===== config.mk =====
export PLATFORM = sky130hd
export DESIGN_NAME = adjust_mode_sequencer
export DESIGN_NICKNAME = d
export VERILOG_FILES = /design/src/rtl/adjust_mode_sequencer.sv
export SDC_FILE = /design/constraint.sdc
export NUM_CORES = 1
export LEC_CHECK = 0
export CAP_MARGIN = 20
export CORE_MARGIN = 4
export CORE_UTILIZATION = 62
export CTS_CLUSTER_SIZE = 24
export DETAILED_ROUTE_END_ITERATION = 8
export GPL_ROUTABILITY_DRIVEN = 0
export HOLD_SLACK_MARGIN = 0.06
export MAX_ROUTING_LAYER = met4
export PLACE_DENSITY = 0.8
export SLEW_MARGIN = 20
export SYNTH_ARGS = -nofsm -noshare
export SYNTH_HDL_FRONTEND = slang
export SYNTH_SLANG_ARGS = --single-unit

===== constraint.sdc =====
create_clock -name clk -period 3.35 [get_ports clk]
set_input_delay 0.335 -clock clk [delete_from_list [all_inputs] [get_ports clk]]
set_output_delay 0.335 -clock clk [all_outputs]
set_load 0.01 [all_outputs]

===== src/rtl/adjust_mode_sequencer.sv =====
// Field-select sequencer for clock time adjustment: mode button cycles the
// selected field, increment button steps it with hold-to-repeat, and the field blinks.
module adjust_mode_sequencer #(
  parameter int REPEAT_DELAY  = 50,
  parameter int REPEAT_PERIOD = 10,
  parameter int TIMEOUT       = 1000,
  parameter int BLINK_HALF    = 25
) (
  input  logic       clk,
  input  logic       rst_n,
  input  logic       tick,
  input  logic       btn_mode,
  input  logic       btn_inc,
  output logic [2:0] adjust_mode,
  output logic       adjust_increment,
  output logic       blink
);

  typedef enum logic [1:0] {
    RUN   = 2'd0,
    ADJ_H = 2'd1,
    ADJ_M = 2'd2,
    ADJ_S = 2'd3
  } state_t;

  localparam logic [15:0] CNT_MAX   = 16'hFFFF;
  localparam logic [15:0] DELAY_C   = 16'(REPEAT_DELAY);
  localparam logic [15:0] PERIOD_C  = 16'(REPEAT_PERIOD);
  localparam logic [15:0] TIMEOUT_C = 16'(TIMEOUT);
  localparam logic [15:0] HALF_C    = 16'(BLINK_HALF);

  function automatic logic [15:0] sat_inc(input logic [15:0] v);
    return (v == CNT_MAX) ? v : v + 16'd1;
  endfunction

  function automatic state_t advance(input state_t s);
    case (s)
      RUN:     return ADJ_H;
      ADJ_H:   return ADJ_M;
      ADJ_M:   return ADJ_S;
      ADJ_S:   return RUN;
      default: return RUN;
    endcase
  endfunction

  function automatic logic [2:0] decode(input state_t s);
    case (s)
      RUN:     return 3'b000;
      ADJ_H:   return 3'b100;
      ADJ_M:   return 3'b010;
      ADJ_S:   return 3'b001;
      default: return 3'b000;
    endcase
  endfunction

  state_t      state;
  state_t      state_next;
  logic        primed;
  logic        mode_prev;
  logic        inc_prev;
  logic        mode_edge;
  logic        inc_edge;
  logic        in_adj;
  logic        timeout_hit;
  logic        run_next;
  logic        rep_hit;
  logic        hold_active;
  logic        repeating;
  logic [15:0] hold_cnt;
  logic [15:0] idle_cnt;
  logic [15:0] blink_cnt;
  logic [15:0] hold_inc;
  logic [15:0] idle_inc;
  logic [15:0] blink_inc;

  // Edge detection, timeout and next-state decisions shared by all register groups
  always_comb begin
    mode_edge   = primed & btn_mode & ~mode_prev;
    inc_edge    = primed & btn_inc & ~inc_prev;
    in_adj      = (state != RUN);
    hold_inc    = sat_inc(hold_cnt);
    idle_inc    = sat_inc(idle_cnt);
    blink_inc   = sat_inc(blink_cnt);
    timeout_hit = 1'b0;
    if (in_adj && !mode_edge && !btn_inc && tick && (idle_inc >= TIMEOUT_C)) begin
      timeout_hit = 1'b1;
    end else begin
      timeout_hit = 1'b0;
    end
    if (mode_edge) begin
      state_next = advance(state);
    end else if (timeout_hit) begin
      state_next = RUN;
    end else begin
      state_next = state;
    end
    run_next = (state_next == RUN);
    // The !adjust_increment guard only defers a step, it never drops one
    rep_hit = 1'b0;
    if (in_adj && !mode_edge && !inc_edge && btn_inc && hold_active && tick && !adjust_increment) begin
      if (repeating) begin
        rep_hit = (hold_inc >= PERIOD_C);
      end else begin
        rep_hit = (hold_inc >= DELAY_C);
      end
    end else begin
      rep_hit = 1'b0;
    end
  end

  // Previous button levels; primed keeps a level held through reset from counting as an edge
  always_ff @(posedge clk or negedge rst_n) begin
    if (!rst_n) begin
      primed    <= 1'b0;
      mode_prev <= 1'b0;
      inc_prev  <= 1'b0;
    end else begin
      primed    <= 1'b1;
      mode_prev <= btn_mode;
      inc_prev  <= btn_inc;
    end
  end

  // Field-select FSM with registered one-hot decode
  always_ff @(posedge clk or negedge rst_n) begin
    if (!rst_n) begin
      state       <= RUN;
      adjust_mode <= 3'b000;
    end else begin
      state       <= state_next;
      adjust_mode <= decode(state_next);
    end
  end

  // Hold tracking: only a press made inside the current adjust state may auto-repeat
  always_ff @(posedge clk or negedge rst_n) begin
    if (!rst_n) begin
      hold_active <= 1'b0;
      repeating   <= 1'b0;
      hold_cnt    <= 16'd0;
    end else if (run_next || mode_edge || !btn_inc) begin
      hold_active <= 1'b0;
      repeating   <= 1'b0;
      hold_cnt    <= 16'd0;
    end else if (inc_edge) begin
      hold_active <= 1'b1;
      repeating   <= 1'b0;
      hold_cnt    <= 16'd0;
    end else if (rep_hit) begin
      repeating   <= 1'b1;
      hold_cnt    <= 16'd0;
    end else if (hold_active && tick) begin
      hold_cnt    <= hold_inc;
    end else begin
      hold_cnt    <= hold_cnt;
    end
  end

  // Step pulse: one on a fresh press, then one per repeat interval
  always_ff @(posedge clk or negedge rst_n) begin
    if (!rst_n) begin
      adjust_increment <= 1'b0;
    end else begin
      adjust_increment <= (!run_next && !mode_edge && inc_edge) || rep_hit;
    end
  end

  // Inactivity counter; holding btn_inc counts as activity
  always_ff @(posedge clk or negedge rst_n) begin
    if (!rst_n) begin
      idle_cnt <= 16'd0;
    end else if (run_next || mode_edge || btn_inc) begin
      idle_cnt <= 16'd0;
    end else if (tick) begin
      idle_cnt <= idle_inc;
    end else begin
      idle_cnt <= idle_cnt;
    end
  end

  // Blink phase: restarts visible on entry and on any button press
  always_ff @(posedge clk or negedge rst_n) begin
    if (!rst_n) begin
      blink     <= 1'b0;
      blink_cnt <= 16'd0;
    end else if (run_next) begin
      blink     <= 1'b0;
      blink_cnt <= 16'd0;
    end else if (mode_edge || inc_edge) begin
      blink     <= 1'b1;
      blink_cnt <= 16'd0;
    end else if (tick) begin
      if (blink_inc >= HALF_C) begin
        blink     <= ~blink;
        blink_cnt <= 16'd0;
      end else begin
        blink     <= blink;
        blink_cnt <= blink_inc;
      end
    end else begin
      blink     <= blink;
      blink_cnt <= blink_cnt;
    end
  end

endmodule

### Yosys cells after proc, flatten, opt, wreduce, memory -nomap -nowiden

Index checks and enable logic that the tools add are counted.

| cells by class | value |
|---|---|
| add/sub/neg operators | 3 |
| $lt $le $gt $ge | 4 |
| equal/unequal tests | 9 |
| multiplexer cells | 29 |
| bitwise operators | 7 |
| reductions and logical operators | 32 |

Operator list:

| kind | number |
|---|---|
| 16-bit two-way mux | 13 |
| 16-bit by 1-bit adder with 16-bit output (second input constant) | 3 |
| 16-bit == test (second input constant) | 3 |
| 16-bit by 10-bit greater-or-equal comparator with 1-bit output (second input constant) | 1 |
| 16-bit by 4-bit greater-or-equal comparator with 1-bit output (second input constant) | 1 |
| 16-bit by 5-bit greater-or-equal comparator with 1-bit output (second input constant) | 1 |
| 16-bit by 6-bit greater-or-equal comparator with 1-bit output (second input constant) | 1 |
| 1-bit logical AND | 12 |
| 1-bit two-way mux | 12 |
| 3-bit one-hot mux with 4 select lines | 1 |
| 3-bit nonzero test | 3 |
| 2-bit == test (second input constant) | 4 |
| 2-bit one-hot mux with 4 select lines | 1 |
| 2-bit nonzero test | 3 |
| 1-bit logical NOT | 5 |
| 1-bit logical OR | 5 |
| 1-bit AND | 4 |
| 2-bit by 1-bit == test with 1-bit output (second input constant) | 2 |
| 2-bit logical NOT | 2 |
| 2-bit two-way mux | 2 |
| 4-bit nonzero test | 1 |
| 1-bit NOT | 3 |
| 2-bit AND reduction | 1 |

| storage, ports and cells | value |
|---|---|
| bits in registers | 60 |
| input bits | 5 |
| word-level logic and storage cells | 96 |

### Depth between registers and ports, before layout

Gate-level depths: netlist (run 1).

| depth | value |
|---|---|
| word-level depth | 15 |
| depth in mapped cells | 11 |

### Least setup slack after synthesis (run 1)

No wires, ideal clock.

| timing | value |
|---|---|
| path kind | register to register |
| from | register hold_cnt[0] |
| to | register adjust_increment |
| library setup time | 124 ps |
| arrival | 2635 ps |
| slack | 591 ps |
| cell stages (with the launch flop) | 12 |
| buffers on the path | 3 |
| period minus slack after synthesis | 2759 ps |
| cell sequence | dfrtp_1 -> ha_1 -> nand3_2 -> or2_1 -> buf_2 -> or3_1 -> buf_2 -> a221o_1 -> a32oi_1 -> nand3_2 -> buf_6 -> o21bai_1 |

| on the way | value |
|---|---|
| word-level cells in the longest chain between the ends | 6 |
| elaborated cells between the ends (all ways) | 8 |

Ends and longest elaborated chain:

| item | line | source |
|---|---|---|
| start, declared | 69 | `logic [15:0] hold_cnt;` |
| start signal, assigned | 153 | `hold_cnt <= hold_inc;` |
| start signal, assigned | 155 | `hold_cnt <= hold_cnt;` |
| 16-bit by 1-bit adder with 16-bit output / 16-bit == test (equally long branches) | 33 | `return (v == CNT_MAX) ? v : v + 16'd1;` |
| 16-bit two-way mux * | 33 |  |
| 16-bit by 6-bit greater-or-equal comparator with 1-bit output / 16-bit by 4-bit greater-or-equal comparator with 1-bit output (equally long branches) | 104, 102 |  |
| 1-bit two-way mux * | 101 | `if (repeating) begin` |
| 1-bit two-way mux * | 100 | `if (in_adj && !mode_edge && !inc_edge && btn_inc && hold_active && tick && !adjust_increment) begin` |
| 1-bit logical OR * | 164 | `adjust_increment <= (!run_next && !mode_edge && inc_edge) \|\| rep_hit;` |
| end signal, assigned | 164 |  |
| end, declared | 15 | `output logic adjust_increment,` |

Every way passes the cells marked *; elsewhere a longest branch is shown, timed or not.
A chain may end at the register's enable or synchronous reset.

### Worst setup path after layout (run 1)

| timing | value |
|---|---|
| from | register idle_cnt[0] |
| to | register blink_cnt[2] |

| on the way | value |
|---|---|
| word-level cells in the longest chain between the ends | 9 |
| elaborated cells between the ends (all ways) | 11 |

Ends and longest elaborated chain:

| item | line | source |
|---|---|---|
| start, declared | 70 | `logic [15:0] idle_cnt;` |
| start signal, assigned | 175 | `idle_cnt <= idle_inc;` |
| start signal, assigned | 177 | `idle_cnt <= idle_cnt;` |
| 16-bit by 1-bit adder with 16-bit output / 16-bit == test (equally long branches) | 33 |  |
| 16-bit two-way mux * | 33 |  |
| 16-bit by 10-bit greater-or-equal comparator with 1-bit output * | 85 | `if (in_adj && !mode_edge && !btn_inc && tick && (idle_inc >= TIMEOUT_C)) begin` |
| 1-bit logical AND * | 85 |  |
| 1-bit two-way mux * | 85 |  |
| 2-bit two-way mux * | 92 | `end else if (timeout_hit) begin` |
| 2-bit two-way mux * | 90 | `if (mode_edge) begin` |
| 2-bit logical NOT * | 97 | `run_next = (state_next == RUN);` |
| 3-bit nonzero test (no source line) / 16-bit two-way mux (equally long branches) | n/a |  |
| end signal, assigned | 198 | `blink_cnt <= blink_inc;` |
| end signal, assigned | 202 | `blink_cnt <= blink_cnt;` |
| end, declared | 71 | `logic [15:0] blink_cnt;` |

Marked as above.

==> run_results.csv, run 1 <==
group,metric,value,unit
status,status,"complete, no violations",
synth,post-synth-top-count-cell,"sky130_fd_sc_hd__dfrtp_1",
synth,synthArstFlopShare,100,%
grt,globalRoute.totalOverflow,0,
synth,synth_top_area_cell,"sky130_fd_sc_hd__dfrtp_1",
clock_tree,clock-sinks,60,
setup_path,timing.rr.end,"blink_cnt[2]",
hold_path,hp-class,"in2reg",
sta,setup_total_negative_slack,0,ns
sta,fmax,0.324,GHz
routing,wl,8610,um
synth,synth-edff-count,0,
synth,postSynthAreaPerCell,8.85,um^2
power_and_ir_drop,power_density,480,mW/mm^2
synth,syn-num-nets,453,
routing,route.detailed.vias_per_inst,6.43,
sta,min_period,3.08,ns
floorplanning,die_height,87.5,um
setup_path,critPathRequiredTime,3.59,ns
grt,grt.total_usage,25.8,%
clock_tree,clk_latency,0.35,ns
grt,wire_length_of_the_first_global_routing_pass,15200,um
synth,yosys_register_bits,60,
synth,ys_top_cells_by_count,"60 x sky130_fd_sc_hd__dfrtp_1, 45 x sky130_fd_sc_hd__nor2_1, 30 x sky130_fd_sc_hd__nand2_1, 26 x sky130_fd_sc_hd__nand3_1, 26 x sky130_fd_sc_hd__nor3_1",
setup_path,crit_type,"reg2reg",
setup_path,timing.critical_path.from_type,"register",
place,detailedPlacementHpwl,5950,um
synth,seq_area_frac_synth,38.3,%
clock_tree,post_cts_setup_buffer_count,0,
hold_path,min_delay_worst_endpoint,"mode_prev",
setup_path,sort_of_element_at_the_end_of_the_critical_path,"register",
floorplanning,row_count,28,
sta,timing.final.hold_violations,0,
cells_and_area,final.fill_count,442,
sta,worstMarginPinSlew,0.594,ns
cells_and_area,antenna-diode-count,0,
sta,layout_worst_path_cycle_share,92.1,%
cells_and_area,final_design_area_no_fill,0.00433,mm^2
cells_and_area,syn2layout_area_growth,10.5,%
routing,detailroute.via_count,3415,
hold_path,hold_path_startpoint,"btn_mode",
clock_tree,clock_tree.root_cell,"sky130_fd_sc_hd__clkbuf_8",
place,numPortBuffers,9,
floorplanning,top_level_ports,10,
synth,post-synth-top-area-fraction,38.3,%
setup_path,worst-path-max-fanout,9,
setup_path,worst_path_arrival,3.33,ns
clock_tree,cts.htree.levels,3,
routing,drt.antenna.violating_nets,0,
grt,grt_pass1_vias,3215,
floorplanning,dieArea,0.00766,mm^2
routing,route.detailed.drc,0,
power_and_ir_drop,power.leakage,1.74,nW
setup_path,reg2reg_slack,0.27,ns
synth,synthCells,443,
routing,drt_pass1_iterations,5,
synth,synth_warnings,0,
grt,initial_antenna_violation_count,0,
power_and_ir_drop,design_power_total,0.00208,W
run,drv_cap,0,
clock_tree,tritoncts_buffers,9,
cells_and_area,instances_no_fill,531,
cells_and_area,finalNetCount,461,
setup_path,rr_startpoint,"idle_cnt[0]",
grt,maximum_number_of_pins_on_one_net_before_global_route_repair,49,
routing,detail_route.wl_per_cell,16.2,um
routing,detail_route.iter0.violations,321,
synth,ys.flop_type,"sky130_fd_sc_hd__dfrtp_1",
clock_tree,cts_buffer_depth,2,
setup_path,ff2ff_path_depth,8,
sta,timing.clock.skew,0.00955,ns
clock_tree,clk_pin_slew,0.07,ns
sta,timing.max_slew.rel_slack,60.4,%
clock_tree,clock_tree_from_tritoncts,"done",
cells_and_area,share_of_layout_cells_above_drive_strength_1,10.5,%
cells_and_area,utilization,71.9,%
place,placed_area,0.00405,mm^2
floorplanning,design.core.area,0.00603,mm^2
synth,post_synth_instance_area,0.00392,mm^2
sta,setup_viol,0,
hold_path,holdPathStages,1,
sta,report.final.slew_viol_count,0,
synth,yosysUniqueCellTypes,65,
power_and_ir_drop,ir_drop_worst_vdd,430,uV
floorplanning,die-width,87.5,um
synth,ys_top_cells_by_area,"sky130_fd_sc_hd__dfrtp_1 38%, sky130_fd_sc_hd__nor2_1 4.3%, sky130_fd_sc_hd__xnor2_1 3.4%",
place,dpl.cell_count,514,
floorplanning,initial_core_util,65.0,%
layer usage:
layer  up-vias  global-route usage [%]  wire length [um]
met4         0                    11.2               200
met2       139                    38.2              4000
li1       1647                       -                 -
met1      1607                    34.9              3860
met3        22                    4.45               541
met5         -                       -                 0
cells in the final DEF, fill, tap and decap left out, types with 3 or more instances in the layout:
cell,instances
sky130_fd_sc_hd__a21oi_1,14
sky130_fd_sc_hd__buf_4,8
sky130_fd_sc_hd__xor2_1,14
sky130_fd_sc_hd__or2_2,3
sky130_fd_sc_hd__bufinv_16,4
sky130_fd_sc_hd__xnor2_1,15
sky130_fd_sc_hd__nor4_1,7
sky130_fd_sc_hd__clkdlybuf4s50_1,8
sky130_fd_sc_hd__a311oi_1,3
sky130_fd_sc_hd__o31a_1,4
sky130_fd_sc_hd__nor2_1,45
sky130_fd_sc_hd__nor3b_1,3
sky130_fd_sc_hd__dfrtp_1,60
sky130_fd_sc_hd__inv_1,12
sky130_fd_sc_hd__o21ai_0,14
sky130_fd_sc_hd__a211o_1,3
sky130_fd_sc_hd__nor4b_1,3
sky130_fd_sc_hd__nor3_2,9
sky130_fd_sc_hd__a31oi_1,3
sky130_fd_sc_hd__nand3_1,26
sky130_fd_sc_hd__mux2i_1,11
sky130_fd_sc_hd__and4_1,5
sky130_fd_sc_hd__and2_1,17
sky130_fd_sc_hd__mux2_2,3
sky130_fd_sc_hd__nor3_1,26
sky130_fd_sc_hd__clkbuf_8,9
sky130_fd_sc_hd__or4_1,4
sky130_fd_sc_hd__or3_1,7
sky130_fd_sc_hd__nand2b_1,5
sky130_fd_sc_hd__nor2b_1,6
sky130_fd_sc_hd__ha_1,5
sky130_fd_sc_hd__and3_1,6
sky130_fd_sc_hd__nand4_1,16
sky130_fd_sc_hd__nand2_1,30
sky130_fd_sc_hd__o31ai_1,3
sky130_fd_sc_hd__nand3_2,3
where the power goes:
| group | internal, W | switching [W] | leakage, nW | total [W] |
|---|---|---|---|---|
| clock network | 0.000568 | 0.000303 | 0.133 | 0.000871 |
| logic | 0.000156 | 0.000224 | 0.787 | 0.000380 |
| registers | 0.000775 | 0.0000501 | 0.821 | 0.000825 |
worst max-delay path by stage:
stage	start	endpoint	slack [ns]	depth (start not counted)
after floorplan	hold_cnt[0]	adjust_increment	0.59	11
after global placement	idle_cnt[0]	idle_cnt[14]	0.45	8
after detailed placement	idle_cnt[0]	idle_cnt[13]	0.31	8
after CTS	idle_cnt[0]	idle_cnt[13]	0.23	8
after global routing	idle_cnt[0]	blink_cnt[2]	-0.01	8
final	idle_cnt[0]	blink_cnt[2]	0.27	8
flip-flops by register name (all words and copies together), names as in the netlist, 2 cells and up:
signal,flops
blink_cnt,16
hold_cnt,16
idle_cnt,16
adjust_mode,3
state,2
final cells by class:
type / instances / area, um^2 / share of cell area [%]
clock buffers: 9 / 124 / 2.86
clock inverters: 7 / 139 / 3.21
inverters: 12 / 45.0 / 1.04
multi-input cells: 351 / 2280 / 52.6
flip-flops and latches: 60 / 1500 / 34.7
well taps: 75 / 93.8 / 2.17
repair buffers: 17 / 150 / 3.47
timing repair:
action	CTS	global route
gates resized for setup	0	1
endpoints found under the hold margin	0	40
hold buffers	0	1
setup endpoints to repair	0	3
kinds of logic after synthesis:
family / count (synthesis) / synth area share (%)
mux: 14 / 3.67
other cells: 1 / 0.0957
buf+inv: 32 / 3.80
flops: 60 / 38.3
fa+ha+maj: 5 / 1.60
compound gates: 72 / 13.3
xor+xnor: 29 / 6.48
simple gates: 230 / 32.7
critical path, cell delays in order, from the launching register on:
cell and delay, ns:
sky130_fd_sc_hd__dfrtp_1 0.44, sky130_fd_sc_hd__ha_1 0.34, sky130_fd_sc_hd__nand3_1 0.27, sky130_fd_sc_hd__or4_1 0.54, sky130_fd_sc_hd__and3_1 0.22, sky130_fd_sc_hd__o31ai_1 0.31
sky130_fd_sc_hd__o31a_1 0.33, sky130_fd_sc_hd__nand2_1 0.23, sky130_fd_sc_hd__nor4_1 0.30
metrics by stage:
stage	worst slack [ns]	hold WS [ns]
after global placement	0.453	0.539
after floorplan	0.591	0.0394
after CTS	0.230	0.223
after detailed placement	0.307	0.550
after global routing	-0.0141	0.470
final	0.266	0.467
Note: power is estimated with default switching activity, not from simulation.
==> run 2, diff against run 1 <==
--- a/config.mk
+++ b/config.mk
@@ -8,6 +8,7 @@
 export CAP_MARGIN = 20
 export CORE_MARGIN = 4
 export CORE_UTILIZATION = 62
+export CTS_CLUSTER_DIAMETER = 30
 export CTS_CLUSTER_SIZE = 24
 export DETAILED_ROUTE_END_ITERATION = 8
 export GPL_ROUTABILITY_DRIVEN = 0
==> results of run 2 <==
Same layout as run 1: the final DEF is identical, and so are final timing and power.
==> run 3, diff against run 2 <==
--- a/config.mk
+++ b/config.mk
@@ -14,7 +14,7 @@
 export GPL_ROUTABILITY_DRIVEN = 0
 export HOLD_SLACK_MARGIN = 0.06
 export MAX_ROUTING_LAYER = met4
-export PLACE_DENSITY = 0.8
+export PLACE_DENSITY = 0.89
 export SLEW_MARGIN = 20
 export SYNTH_ARGS = -nofsm -noshare
 export SYNTH_HDL_FRONTEND = slang
==> run_results.csv, run 3 (same netlist as run 1, synthesis figures left out) <==
group,metric,value,unit
status,status,"complete, no violations",
cells_and_area,instances_no_fill,530,
setup_path,critPathRequiredTime,3.61,ns
routing,drt_pass1_iterations,5,
floorplanning,dieArea,0.00766,mm^2
run,drv_cap,0,
setup_path,crit_type,"reg2reg",
clock_tree,tritoncts_buffers,9,
routing,wl,8810,um
clock_tree,clk_latency,0.35,ns
sta,report.final.slew_viol_count,0,
cells_and_area,layout_top_registers,"blink_cnt x16, hold_cnt x16, idle_cnt x16",
power_and_ir_drop,share_seq_of_total_power,46.6,%
routing,detail_route.wl_per_cell,16.6,um
power_and_ir_drop,power_density,420,mW/mm^2
routing,drt.antenna.violating_nets,0,
grt,initial_antenna_violation_count,0,
routing,detail_route.iter0.violations,215,
clock_tree,clock_tree.root_cell,"sky130_fd_sc_hd__clkbuf_8",
power_and_ir_drop,power_frac_comb,21.8,%
floorplanning,top_level_ports,10,
floorplanning,row_count,28,
sta,grt_setup_unrepaired,"true",
place,dp_worst_setup_slack,0.267,ns
cells_and_area,syn2layout_area_growth,7.76,%
cells_and_area,share_of_layout_cells_above_drive_strength_1,9.45,%
routing,route.detailed.drc,0,
cells_and_area,final-seq-area,0.00150,mm^2
cells_and_area,antenna-diode-count,0,
sta,timing.max_slew.rel_slack,62.3,%
sta,hold-worst-slack,0.462,ns
grt,grt_pass1_vias,3360,
hold_path,hp-class,"in2reg",
sta,timing.final.hold_violations,0,
setup_path,worst_path_arrival,3.39,ns
cells_and_area,most_common_library_cell_in_the_layout_ignoring_fill_and_taps,"sky130_fd_sc_hd__dfrtp_1",
clock_tree,clk_pin_slew,0.06,ns
cells_and_area,finalNetCount,460,
grt,wire_length_of_the_first_global_routing_pass,15400,um
sta,timing.clock.skew,0.00704,ns
place,placed_area,0.00404,mm^2
power_and_ir_drop,p_int,0.00122,W
floorplanning,die_height,87.5,um
routing,route.detailed.vias_per_inst,6.46,
sta,layout_worst_path_cycle_share,93.4,%
floorplanning,design.core.area,0.00603,mm^2
place,detailedPlacementHpwl,6170,um
sta,timing.final.ws_setup,0.220,ns
cells_and_area,final.fill_count,435,
power_and_ir_drop,ir_drop_worst_vdd,548,uV
clock_tree,clock-sinks,60,
sta,setup_viol,0,
setup_path,worst-path-max-fanout,12,
power_and_ir_drop,switching_portion_of_total_power,31.2,%
place,numPortBuffers,9,
sta,setup_total_negative_slack,0,ns
cells_and_area,final_design_area_no_fill,0.00422,mm^2
setup_path,sort_of_element_at_the_end_of_the_critical_path,"register",
grt,globalRoute.totalOverflow,0,
grt,maximum_number_of_pins_on_one_net_before_global_route_repair,47,
sta,fmax,0.319,GHz
clock_tree,cts.htree.levels,3,
clock_tree,post_cts_setup_buffer_count,0,
power_and_ir_drop,power.net_switching,0.000553,W
grt,grt.total_usage,26.2,%
floorplanning,die-width,87.5,um
power_and_ir_drop,power.share.clock,31.6,%
sta,min_period,3.13,ns
clock_tree,cts_buffer_depth,2,
clock_tree,clock_tree_from_tritoncts,"done",
setup_path,timing.critical_path.from_type,"register",
cells_and_area,multi_input_comb_area,0.00228,mm^2
cells_and_area,mostFrequentLayoutCells,"60 x sky130_fd_sc_hd__dfrtp_1, 45 x sky130_fd_sc_hd__nor2_1, 30 x sky130_fd_sc_hd__nand2_1, 26 x sky130_fd_sc_hd__nor3_1, 26 x sky130_fd_sc_hd__nand3_1",
place,dpl.cell_count,513,
power_and_ir_drop,power.leakage,1.69,nW
routing,detailroute.via_count,3422,
floorplanning,initial_core_util,65.0,%
sta,worstMarginPinSlew,0.566,ns
run 3: changes by cell type in the layout (fill, tap and decap cells not counted), sizes merged:
| cell | delta |
|---|---|
| clkinv | -1 |
| clkbuf | +5 |
| bufinv | -4 |
| buf | -1 |
run 3: final timing paths:
check                                end  depth (start not counted)         start  slack (ns)
max reg2reg                  hold_cnt[0]                          9   hold_cnt[0]        0.22
min                            mode_prev                          1      btn_mode        0.46
max in group asynchronous    hold_cnt[8]                          3         rst_n        2.20
min reg2reg                 blink_cnt[6]                          1  blink_cnt[6]        0.56
max                          hold_cnt[0]                          9   hold_cnt[0]        0.22
min in group asynchronous  blink_cnt[13]                          2         rst_n        0.53
run 3: power by group through the flow:
| stage | combinational (W) | clock [W] | sequential (W) |
|---|---|---|---|
| 3_3_place_gp | 0.000362 | 0 | 0.000835 |
| 6_report | 0.000387 | 0.000560 | 0.000827 |
| 5_1_grt | 0.000433 | 0.000607 | 0.000834 |
| 3_5_place_dp | 0.000375 | 0 | 0.000838 |
| 4_1_cts | 0.000381 | 0.000569 | 0.000825 |
| 2_1_floorplan | 0.000235 | 0 | 0.000837 |
run 3: repair_timing:
| action | CTS | global route |
|---|---|---|
| hold buffers | 0 | 1 |
| gates resized for setup | 0 | 1 |
| hold endpoints to repair | 0 | 45 |
| setup endpoints to repair | 0 | 2 |
run 3: area by class of cell:
class                           instances  share of cell area (%)
Multi-Input combinational cell        351                    53.9
Sequential cell                        60                    35.6
Clock buffer                           14                    3.61
Timing Repair Buffer                   16                    3.38
Tap cell                               75                    2.22
Inverter                               12                    1.07
Clock inverter                          2                   0.237
run 3: metal layers:
metal | routed length (um) | global-route usage (%) | share of wire (%) | vias up
met4 | 212 | 11.6 | 2.4 | 0
li1 | - | - | - | 1649
met3 | 558 | 6.34 | 6.3 | 27
met5 | 0 | - | 0 | -
met1 | 3880 | 33.0 | 44 | 1613
met2 | 4160 | 40.0 | 47 | 133
run 3: metrics by stage:
stage | total power [W] | util [%]
finish | 0.00177 | 70.1
CTS | 0.00177 | 69.7
global route | 0.00187 | 70.1
floorplan | 0.00107 | -
detailed placement | 0.00121 | 67.0
global placement | 0.00120 | 67.0
run 3: critical path: stages, from the launching register on:
cell	delay [ns]
sky130_fd_sc_hd__dfrtp_1	0.43
sky130_fd_sc_hd__ha_1	0.31
sky130_fd_sc_hd__nand3_2	0.18
sky130_fd_sc_hd__or2_1	0.35
sky130_fd_sc_hd__or3_1	0.47
sky130_fd_sc_hd__a221o_1	0.34
sky130_fd_sc_hd__a32oi_1	0.19
sky130_fd_sc_hd__nand3_2	0.30
sky130_fd_sc_hd__buf_4	0.29
sky130_fd_sc_hd__nor3_1	0.18
